`src/rtl/sap_ctrl_seq_if.sv`:
```
// Control bundle between the SAP sequencer and its datapath.
// The master drives strobes and stage, and the slave (datapath) drives the
// instruction word and the registered flags.
interface sap_ctrl_seq_if;
    localparam int unsigned WORD_W  = 8;
    localparam int unsigned STAGE_W = 3;

    logic [WORD_W-1:0]  ir_in;
    logic               flag_c;
    logic               flag_z;

    logic               pc_en;
    logic               pc_inc;
    logic               pc_load;
    logic               mar_load;
    logic               mem_en;
    logic               mem_load;
    logic               ir_load;
    logic               ir_en;
    logic               a_load;
    logic               a_en;
    logic               b_load;
    logic               alu_en;
    logic               alu_sub;
    logic               flags_load;
    logic               out_load;
    logic               hlt;
    logic [STAGE_W-1:0] stage;

    modport master (
        input  ir_in, flag_c, flag_z,
        output pc_en, pc_inc, pc_load, mar_load, mem_en, mem_load,
               ir_load, ir_en, a_load, a_en, b_load, alu_en, alu_sub,
               flags_load, out_load, hlt, stage
    );

    modport slave (
        output ir_in, flag_c, flag_z,
        input  pc_en, pc_inc, pc_load, mar_load, mem_en, mem_load,
               ir_load, ir_en, a_load, a_en, b_load, alu_en, alu_sub,
               flags_load, out_load, hlt, stage
    );
endinterface

```
`src/rtl/sap_ctrl_seq.sv`:
```
// Fetch/execute control sequencer for the SAP-style 8-bit CPU.
// Optional macro SAP_CTRL_SINGLE_STEP_EN adds a 'step' input that gates
// both state advance and strobes, so each micro-operation fires once per pulse.
module sap_ctrl_seq (
    input  logic           clk,
    input  logic           rst,
`ifdef SAP_CTRL_SINGLE_STEP_EN
    input  logic           step,
`endif
    sap_ctrl_seq_if.master bus
);
    localparam int unsigned OP_W = 4;

    localparam logic [OP_W-1:0] OP_LDA = 4'h0;
    localparam logic [OP_W-1:0] OP_ADD = 4'h1;
    localparam logic [OP_W-1:0] OP_SUB = 4'h2;
    localparam logic [OP_W-1:0] OP_STA = 4'h3;
    localparam logic [OP_W-1:0] OP_LDI = 4'h4;
    localparam logic [OP_W-1:0] OP_JMP = 4'h5;
    localparam logic [OP_W-1:0] OP_JC  = 4'h6;
    localparam logic [OP_W-1:0] OP_JZ  = 4'h7;
    localparam logic [OP_W-1:0] OP_OUT = 4'hE;
    localparam logic [OP_W-1:0] OP_HLT = 4'hF;

    typedef enum logic [2:0] {
        ST_F0   = 3'd0,
        ST_F1   = 3'd1,
        ST_E0   = 3'd2,
        ST_E1   = 3'd3,
        ST_E2   = 3'd4,
        ST_HALT = 3'd7
    } state_t;

    state_t          state_q;
    state_t          state_d;
    logic [OP_W-1:0] opcode_c;
    logic            adv_c;
    logic            gate_c;
    logic            unused_operand_c;

    logic pc_en_c, pc_inc_c, pc_load_c, mar_load_c, mem_en_c, mem_load_c;
    logic ir_load_c, ir_en_c, a_load_c, a_en_c, b_load_c, alu_en_c;
    logic alu_sub_c, flags_load_c, out_load_c;

`ifdef SAP_CTRL_SINGLE_STEP_EN
    assign adv_c = step;
`else
    assign adv_c = 1'b1;
`endif

    assign opcode_c         = bus.ir_in[7:4];
    assign unused_operand_c = ^bus.ir_in[3:0];
    assign gate_c           = ~rst & adv_c;

    // State register: synchronous reset, advance only when enabled
    always_ff @(posedge clk) begin
        if (rst) begin
            state_q <= ST_F0;
        end else if (adv_c) begin
            state_q <= state_d;
        end
    end

    // Next-state decode: instruction length set by opcode
    always_comb begin
        state_d = ST_F0;
        case (state_q)
            ST_F0: state_d = ST_F1;
            ST_F1: state_d = ST_E0;
            ST_E0: begin
                if (opcode_c == OP_HLT) begin
                    state_d = ST_HALT;
                end else if (opcode_c == OP_LDA || opcode_c == OP_ADD ||
                             opcode_c == OP_SUB || opcode_c == OP_STA) begin
                    state_d = ST_E1;
                end else begin
                    state_d = ST_F0;
                end
            end
            ST_E1: begin
                if (opcode_c == OP_ADD || opcode_c == OP_SUB) begin
                    state_d = ST_E2;
                end else begin
                    state_d = ST_F0;
                end
            end
            ST_E2:   state_d = ST_F0;
            ST_HALT: state_d = ST_HALT;
            default: state_d = ST_F0;
        endcase
    end

    // Micro-operation decode from state, opcode and flags
    always_comb begin
        pc_en_c      = 1'b0;
        pc_inc_c     = 1'b0;
        pc_load_c    = 1'b0;
        mar_load_c   = 1'b0;
        mem_en_c     = 1'b0;
        mem_load_c   = 1'b0;
        ir_load_c    = 1'b0;
        ir_en_c      = 1'b0;
        a_load_c     = 1'b0;
        a_en_c       = 1'b0;
        b_load_c     = 1'b0;
        alu_en_c     = 1'b0;
        alu_sub_c    = 1'b0;
        flags_load_c = 1'b0;
        out_load_c   = 1'b0;
        case (state_q)
            ST_F0: begin
                pc_en_c    = 1'b1;
                mar_load_c = 1'b1;
            end
            ST_F1: begin
                mem_en_c  = 1'b1;
                ir_load_c = 1'b1;
                pc_inc_c  = 1'b1;
            end
            ST_E0: begin
                case (opcode_c)
                    OP_LDA, OP_ADD, OP_SUB, OP_STA: begin
                        ir_en_c    = 1'b1;
                        mar_load_c = 1'b1;
                    end
                    OP_LDI: begin
                        ir_en_c  = 1'b1;
                        a_load_c = 1'b1;
                    end
                    OP_JMP: begin
                        ir_en_c   = 1'b1;
                        pc_load_c = 1'b1;
                    end
                    OP_JC: begin
                        ir_en_c   = bus.flag_c;
                        pc_load_c = bus.flag_c;
                    end
                    OP_JZ: begin
                        ir_en_c   = bus.flag_z;
                        pc_load_c = bus.flag_z;
                    end
                    OP_OUT: begin
                        a_en_c     = 1'b1;
                        out_load_c = 1'b1;
                    end
                    default: ;
                endcase
            end
            ST_E1: begin
                case (opcode_c)
                    OP_LDA: begin
                        mem_en_c = 1'b1;
                        a_load_c = 1'b1;
                    end
                    OP_ADD, OP_SUB: begin
                        mem_en_c = 1'b1;
                        b_load_c = 1'b1;
                    end
                    OP_STA: begin
                        a_en_c     = 1'b1;
                        mem_load_c = 1'b1;
                    end
                    default: ;
                endcase
            end
            ST_E2: begin
                if (opcode_c == OP_ADD || opcode_c == OP_SUB) begin
                    alu_en_c     = 1'b1;
                    a_load_c     = 1'b1;
                    flags_load_c = 1'b1;
                    alu_sub_c    = (opcode_c == OP_SUB);
                end
            end
            default: ;
        endcase
    end

    // Strobes are suppressed during reset and while not stepping
    assign bus.pc_en      = pc_en_c      & gate_c;
    assign bus.pc_inc     = pc_inc_c     & gate_c;
    assign bus.pc_load    = pc_load_c    & gate_c;
    assign bus.mar_load   = mar_load_c   & gate_c;
    assign bus.mem_en     = mem_en_c     & gate_c;
    assign bus.mem_load   = mem_load_c   & gate_c;
    assign bus.ir_load    = ir_load_c    & gate_c;
    assign bus.ir_en      = ir_en_c      & gate_c;
    assign bus.a_load     = a_load_c     & gate_c;
    assign bus.a_en       = a_en_c       & gate_c;
    assign bus.b_load     = b_load_c     & gate_c;
    assign bus.alu_en     = alu_en_c     & gate_c;
    assign bus.alu_sub    = alu_sub_c    & gate_c;
    assign bus.flags_load = flags_load_c & gate_c;
    assign bus.out_load   = out_load_c   & gate_c;
    assign bus.hlt        = (state_q == ST_HALT) & ~rst;
    assign bus.stage      = state_q;
endmodule

```
`src/flat_wrapper.sv`:
```
// flat-port wrapper written by rule: the top's interface ports become plain ports
module sap_ctrl_seq_flat 
  (clk, rst, bus_ir_in, bus_flag_c, bus_flag_z, bus_pc_en, bus_pc_inc, bus_pc_load, bus_mar_load, bus_mem_en, bus_mem_load, bus_ir_load, bus_ir_en, bus_a_load, bus_a_en, bus_b_load, bus_alu_en, bus_alu_sub, bus_flags_load, bus_out_load, bus_hlt, bus_stage);
  sap_ctrl_seq_if bus_i ();
  input  logic clk;
  input  logic rst;
  input wire logic [$bits(bus_i.ir_in)-1:0] bus_ir_in;
  input wire logic [$bits(bus_i.flag_c)-1:0] bus_flag_c;
  input wire logic [$bits(bus_i.flag_z)-1:0] bus_flag_z;
  output wire logic [$bits(bus_i.pc_en)-1:0] bus_pc_en;
  output wire logic [$bits(bus_i.pc_inc)-1:0] bus_pc_inc;
  output wire logic [$bits(bus_i.pc_load)-1:0] bus_pc_load;
  output wire logic [$bits(bus_i.mar_load)-1:0] bus_mar_load;
  output wire logic [$bits(bus_i.mem_en)-1:0] bus_mem_en;
  output wire logic [$bits(bus_i.mem_load)-1:0] bus_mem_load;
  output wire logic [$bits(bus_i.ir_load)-1:0] bus_ir_load;
  output wire logic [$bits(bus_i.ir_en)-1:0] bus_ir_en;
  output wire logic [$bits(bus_i.a_load)-1:0] bus_a_load;
  output wire logic [$bits(bus_i.a_en)-1:0] bus_a_en;
  output wire logic [$bits(bus_i.b_load)-1:0] bus_b_load;
  output wire logic [$bits(bus_i.alu_en)-1:0] bus_alu_en;
  output wire logic [$bits(bus_i.alu_sub)-1:0] bus_alu_sub;
  output wire logic [$bits(bus_i.flags_load)-1:0] bus_flags_load;
  output wire logic [$bits(bus_i.out_load)-1:0] bus_out_load;
  output wire logic [$bits(bus_i.hlt)-1:0] bus_hlt;
  output wire logic [$bits(bus_i.stage)-1:0] bus_stage;
  assign bus_i.ir_in = bus_ir_in;
  assign bus_i.flag_c = bus_flag_c;
  assign bus_i.flag_z = bus_flag_z;
  assign bus_pc_en = bus_i.pc_en;
  assign bus_pc_inc = bus_i.pc_inc;
  assign bus_pc_load = bus_i.pc_load;
  assign bus_mar_load = bus_i.mar_load;
  assign bus_mem_en = bus_i.mem_en;
  assign bus_mem_load = bus_i.mem_load;
  assign bus_ir_load = bus_i.ir_load;
  assign bus_ir_en = bus_i.ir_en;
  assign bus_a_load = bus_i.a_load;
  assign bus_a_en = bus_i.a_en;
  assign bus_b_load = bus_i.b_load;
  assign bus_alu_en = bus_i.alu_en;
  assign bus_alu_sub = bus_i.alu_sub;
  assign bus_flags_load = bus_i.flags_load;
  assign bus_out_load = bus_i.out_load;
  assign bus_hlt = bus_i.hlt;
  assign bus_stage = bus_i.stage;
  sap_ctrl_seq u_core (.clk(clk), .rst(rst), .bus(bus_i));
endmodule
```
`config.mk`:
```
export PLATFORM = sky130hd
export DESIGN_NAME = sap_ctrl_seq_flat
export DESIGN_NICKNAME = d
export VERILOG_FILES = /design/src/rtl/sap_ctrl_seq_if.sv /design/src/rtl/sap_ctrl_seq.sv /design/src/flat_wrapper.sv
export SDC_FILE = /design/constraint.sdc
export NUM_CORES = 1
export LEC_CHECK = 0
export ABC_AREA = 1
export ABC_CLOCK_PERIOD_IN_PS = 2000
export CORE_AREA = 2 2 39 41
export CTS_BUF_LIST = sky130_fd_sc_hd__clkbuf_4 sky130_fd_sc_hd__clkbuf_8
export DETAILED_ROUTE_END_ITERATION = 6
export DIE_AREA = 0 0 41 43
export HOLD_SLACK_MARGIN = 0.05
export MAX_ROUTING_LAYER = met4
export PLACE_DENSITY = 0.74
export REMOVE_ABC_BUFFERS = 1
export SLEW_MARGIN = 10
export SYNTH_ARGS = -nofsm -noshare
export SYNTH_HDL_FRONTEND = slang
export SYNTH_SLANG_ARGS = --single-unit
```
`constraint.sdc`:
```
create_clock -name clk -period 2 [get_ports clk]
set_input_delay 0.6 -clock clk [delete_from_list [all_inputs] [get_ports clk]]
set_output_delay 0.6 -clock clk [all_outputs]
set_load 0.02 [all_outputs]
```
# Yosys cells after proc, flatten, opt, wreduce, memory -nomap -nowiden
# Cells that the tools add are included.
[totals] register_bits=3 elab_cells=68 output_inout_bits=19 input_bits=12
[classes] n_reduce_logical=10 bitwise=15 n_eq_ne=14 n_mux=28
[op_table] op="1-bit two-way mux" n=18
[op_table] op="4-bit by 3-bit equality test with 1-bit output, second input constant" n=4
[op_table] op="3-bit one-hot mux with 5 select lines" n=1
[op_table] op="1-bit AND" n=14
[op_table] op="1-bit one-hot mux with 3 select lines" n=3
[op_table] op="4-bit by 2-bit equality test with 1-bit output, second input constant" n=2
[op_table] op="4-bit equality test, second input constant" n=2
[op_table] op="3-bit by 2-bit equality test with 1-bit output, second input constant" n=2
[op_table] op="3-bit equality test, second input constant" n=2
[op_table] op="3-bit two-way mux" n=2
[op_table] op="1-bit one-hot mux with 2 select lines" n=3
[op_table] op="6-bit OR reduction" n=1
[op_table] op="4-bit by 1-bit equality test with 1-bit output, second input constant" n=1
[op_table] op="4-bit zero test" n=1
[op_table] op="1-bit logical OR" n=4
[op_table] op="4-bit OR reduction" n=1
[op_table] op="3-bit by 1-bit equality test with 1-bit output, second input constant" n=1
[op_table] op="3-bit zero test" n=1
[op_table] op="3-bit OR reduction" n=1
[op_table] op="2-bit two-way mux" n=1
[op_table] op="2-bit OR reduction" n=1
[op_table] op="1-bit NOT" n=1

# Depth between registers and ports, before layout
# Gate-level depths: netlist (run 1).
[logic_depth] depth_word=7 depth_mapped=7 depth_no_buf=7

# Worst setup path before layout (run 1)
# No wires, ideal clock.
[synth_path] kind="input-to-output" startpoint="input bus_ir_in[7]" endpoint="output bus_flags_load" n_path_buf=1 stages=4 t_arrival_ps=1430 setup_slack_ps=-30 required_time_ps=1400 path_cell_list="nor2_2 > nand3_1 > nor2_1 > buf_4"
[synth_between] elab_chain_len=5 elab_cells_between_ends=6 cone_classes="2 x eq/ne; 2 x mux; 1 x bitwise; 1 x reduce/logical"
[synth_rtl] element="start, declared" line="flat_wrapper.sv:7" rtl="input wire logic [$bits(bus_i.ir_in)-1:0] bus_ir_in;"
[synth_rtl] element="4-bit by 1-bit equality test with 1-bit output or 4-bit by 2-bit equality test with 1-bit output (tied branches)" line="sap_ctrl_seq.sv:167" rtl="if (opcode_c == OP_ADD || opcode_c == OP_SUB) begin"
[synth_rtl] element="1-bit logical OR (*)" line="sap_ctrl_seq.sv:167"
[synth_rtl] element="1-bit two-way mux (*) (2 in a row)"
[synth_rtl] element="1-bit AND (*)"
[synth_rtl] element="end, declared" line="flat_wrapper.sv:23" rtl="output wire logic [$bits(bus_i.flags_load)-1:0] bus_flags_load;"
# Every way passes the cells marked *; elsewhere a longest branch is shown, timed or not.

# Final worst setup path (run 1)
[layout_path] startpoint="input rst" endpoint="output bus_pc_load"
[layout_between] elab_chain_len=2
[layout_rtl] element="start, declared" line="flat_wrapper.sv:6" rtl="input logic rst;"
[layout_rtl] element="1-bit NOT" line="sap_ctrl_seq.sv:53" rtl="assign gate_c = ~rst & adv_c;"
[layout_rtl] element="1-bit AND" line="sap_ctrl_seq.sv:181" rtl="assign bus.pc_load = pc_load_c & gate_c;"
[layout_rtl] element="end, declared" line="flat_wrapper.sv:12" rtl="output wire logic [$bits(bus_i.pc_load)-1:0] bus_pc_load;"
# No other way between the ends.

==> impl_metrics.ini, run 1 <==
[global_routing]
grt_max_degree = 7
grt_pass1_wl_um = 2370
grt_pass1_vias = 624
gr-usage-all-layers_pct = 19.4
grt_overflow = 0
antenna_found_initial = 0

[cells_and_area]
largest_register_ffs = 3
mostFrequentLayoutCells = buf_4 (28), nand2_1 (16), nor2_1 (14)
diodes = 0
drive_gt1_share_pct = 52.7
nets = 142
fin_util_pct = 62.8
mostFrequentLayoutCell = buf_4
syn_to_final_growth_pct = 104

[timing]
hold_viol = 0
worst_pin_slew_ns = 0.232
fin_crit_sh_pct = 102
relSlewSlack_pct = 84.5
fin_ws_ns = -0.0406
setup_viol = 1
period_needed_ns = 2.04
rsz0062_at_grt = yes
timing.fmax_mhz = 490
fin_setup_tns_ns = -0.0406
hold_ws_ns = 0.732
report.final.slew_viol_count = 0
fin_skew_ns = 0.000611

[floorplan]
start_util_pct = 30.7
die_x_um = 41
die_height_um = 43
pin_count = 31
coreArea_um2 = 1380
rows = 14
die_area_um2 = 1760

[synth]
ys_ff_latch = 3
yosysSeqAreaShare_pct = 14.1
synth_warnings = 0
syn_area_um2 = 425
synth.area.top_cells = nand2_1 (19%), dfxtp_1 (14%), nor2_1 (13%)
yosysTopAreaCell = nand2_1
synth.top_cell.area_share_pct = 18.5
avgSynthCellArea_um2 = 5.06
synth_cell_type_count = 17
syn-instance-count = 84

[clock_tree]
clock_latency_ns = 0.23
clkTransAtPathRegs_ns = 0.04
cts_buffers = 3
root_buffer = clkbuf_4
post-cts-setup-buffer-count = 0
clockBufferDepth = 2
cts_tree = done
h-tree-depth = 1
cts.sinks = 3

[drt]
dr.pass1.iters = 4
drt-total-wl_um = 1570
vias_per_cell = 4.66
drcViolationCount = 0
first_iter_violations = 14
vias = 675
routedWlPerCell_um = 10.8
postRouteAntennaNets = 0

[setup_path]
reg2reg_to = u_core.bus.stage[0]
start_kind = input port
worstPathRequired_ns = 1.40
worst-r2r-cell-count = 7
worstPathMaxFanout = 6
r2r_setup_slack_ns = 0.79
critPathKind = in -> out
critical_path.endpoint_type = output port
r2r_start = u_core.bus.stage[1]
critPathArrivalTime_ns = 1.44

[power]
switching_share_pct = 35.1
p_sw_uw = 122
powerDensity_nw_per_um2 = 399
worst_ir_drop_vdd_uv = 405
combPwrFrac_pct = 44.7
clkPwrFrac_pct = 34.8
p_total_uw = 347
internal_power_uw = 225
seq_power_share_pct = 20.5
leakage_nw = 0.492

[placed_design]
gp_congestion = 0.814
post-dp-hpwl_um = 1150
port_buffers = 26
pre_cts_slack_ns = -0.932

[hold_path]
min-delay-start = u_core.bus.stage[1]
hold_path_depth = 4
holdPathEnd = u_core.bus.stage[1]
min_path_type = reg -> reg

[job]
cap_violations = 0

[outcome]
failed_checks = setup timing
status = complete, but fails checks
## cell usage after synthesis
master	number
o21ai_0	1
nand4_1	2
nand3_1	7
nor2_2	3
a21oi_1	3
nor2_1	15
dfxtp_1	3
o31ai_1	1
nand2_2	4
inv_1	13
o21ai_1	1
nand2_1	21
clkbuf_1	1
nor2_4	1
inv_2	2
nor3_1	4
buf_4	2
## worst max-delay path, stage by stage
cell             delay (ns)
clkdlybuf4s15_2        0.25
nor2_1                 0.17
nand4_1                0.14
a21oi_2                0.13
buf_4                  0.15
## per-layer routing
| layer | vias to the layer above | global-route usage [%] | part of all wire, % | routed length (um) |
|---|---|---|---|---|
| li1 | 349 | - | - | - |
| met4 | 0 | 5.33 | 0 | 0 |
| met2 | 12 | 32.8 | 57 | 899 |
| met5 | - | - | 0 | 0 |
| met1 | 314 | 22.5 | 40 | 620 |
| met3 | 0 | 3.14 | 2.9 | 46 |
## worst max path at each step
stage / from / to / slack [ns] / cells after the start
after global routing: rst / bus_pc_load / -0.06 / 5
after global placement: bus_ir_in[6] / bus_a_en / -0.85 / 5
after detailed placement: bus_ir_in[5] / bus_pc_load / -0.93 / 8
final: rst / bus_pc_load / -0.04 / 5
after CTS: u_core.bus.stage[0] / bus_stage[0] / 0.006 / 2
after floorplan: bus_ir_in[7] / bus_alu_en / -0.02 / 3
## timing repair
item                                    4_1_cts  5_1_grt
pin swaps                                     6        6
gates resized for setup                      98       33
hold buffers                                  0        0
cloned                                        0        0
endpoints found under the setup margin       17       13
## stage by stage
step / cell area [um^2] / instances
after floorplan: 407 / 81
after detailed placement: 822 / 141
final: 870 / 145
after global placement: 822 / 141
after global routing: 870 / 145
after CTS: 797 / 145
## cells by family after synthesis
kind of cell / after synthesis / share of synthesized area [%]
buf+inv: 18 / 17.6
flops: 3 / 14.1
compound gates: 6 / 7.64
simple gates: 57 / 60.6
## final cells by class
class                   count  area (um^2)
clock buffers               4         30.0
fillers                   139          514
inverters                  15         61.3
multi-input cells          63          345
flip-flops and latches      3         62.6
well taps                  16         20.0
repair buffers             44          350
## power groups by stage
stage	logic [mW]	clock network (mW)	registers [mW]
floorplan	0.0554	0	0.0759
global placement	0.147	0	0.0709
detailed placement	0.150	0	0.0713
CTS	0.141	0.121	0.0704
global route	0.168	0.134	0.0717
finish	0.155	0.121	0.0712
Note: power is estimated with default switching activity, not from simulation.
==> inputs of run 2 (changes only) <==
HOLD_SLACK_MARGIN = unset   (was 0.05)
==> results of run 2 <==
Final layout, timing and power as in run 1 (identical DEF).
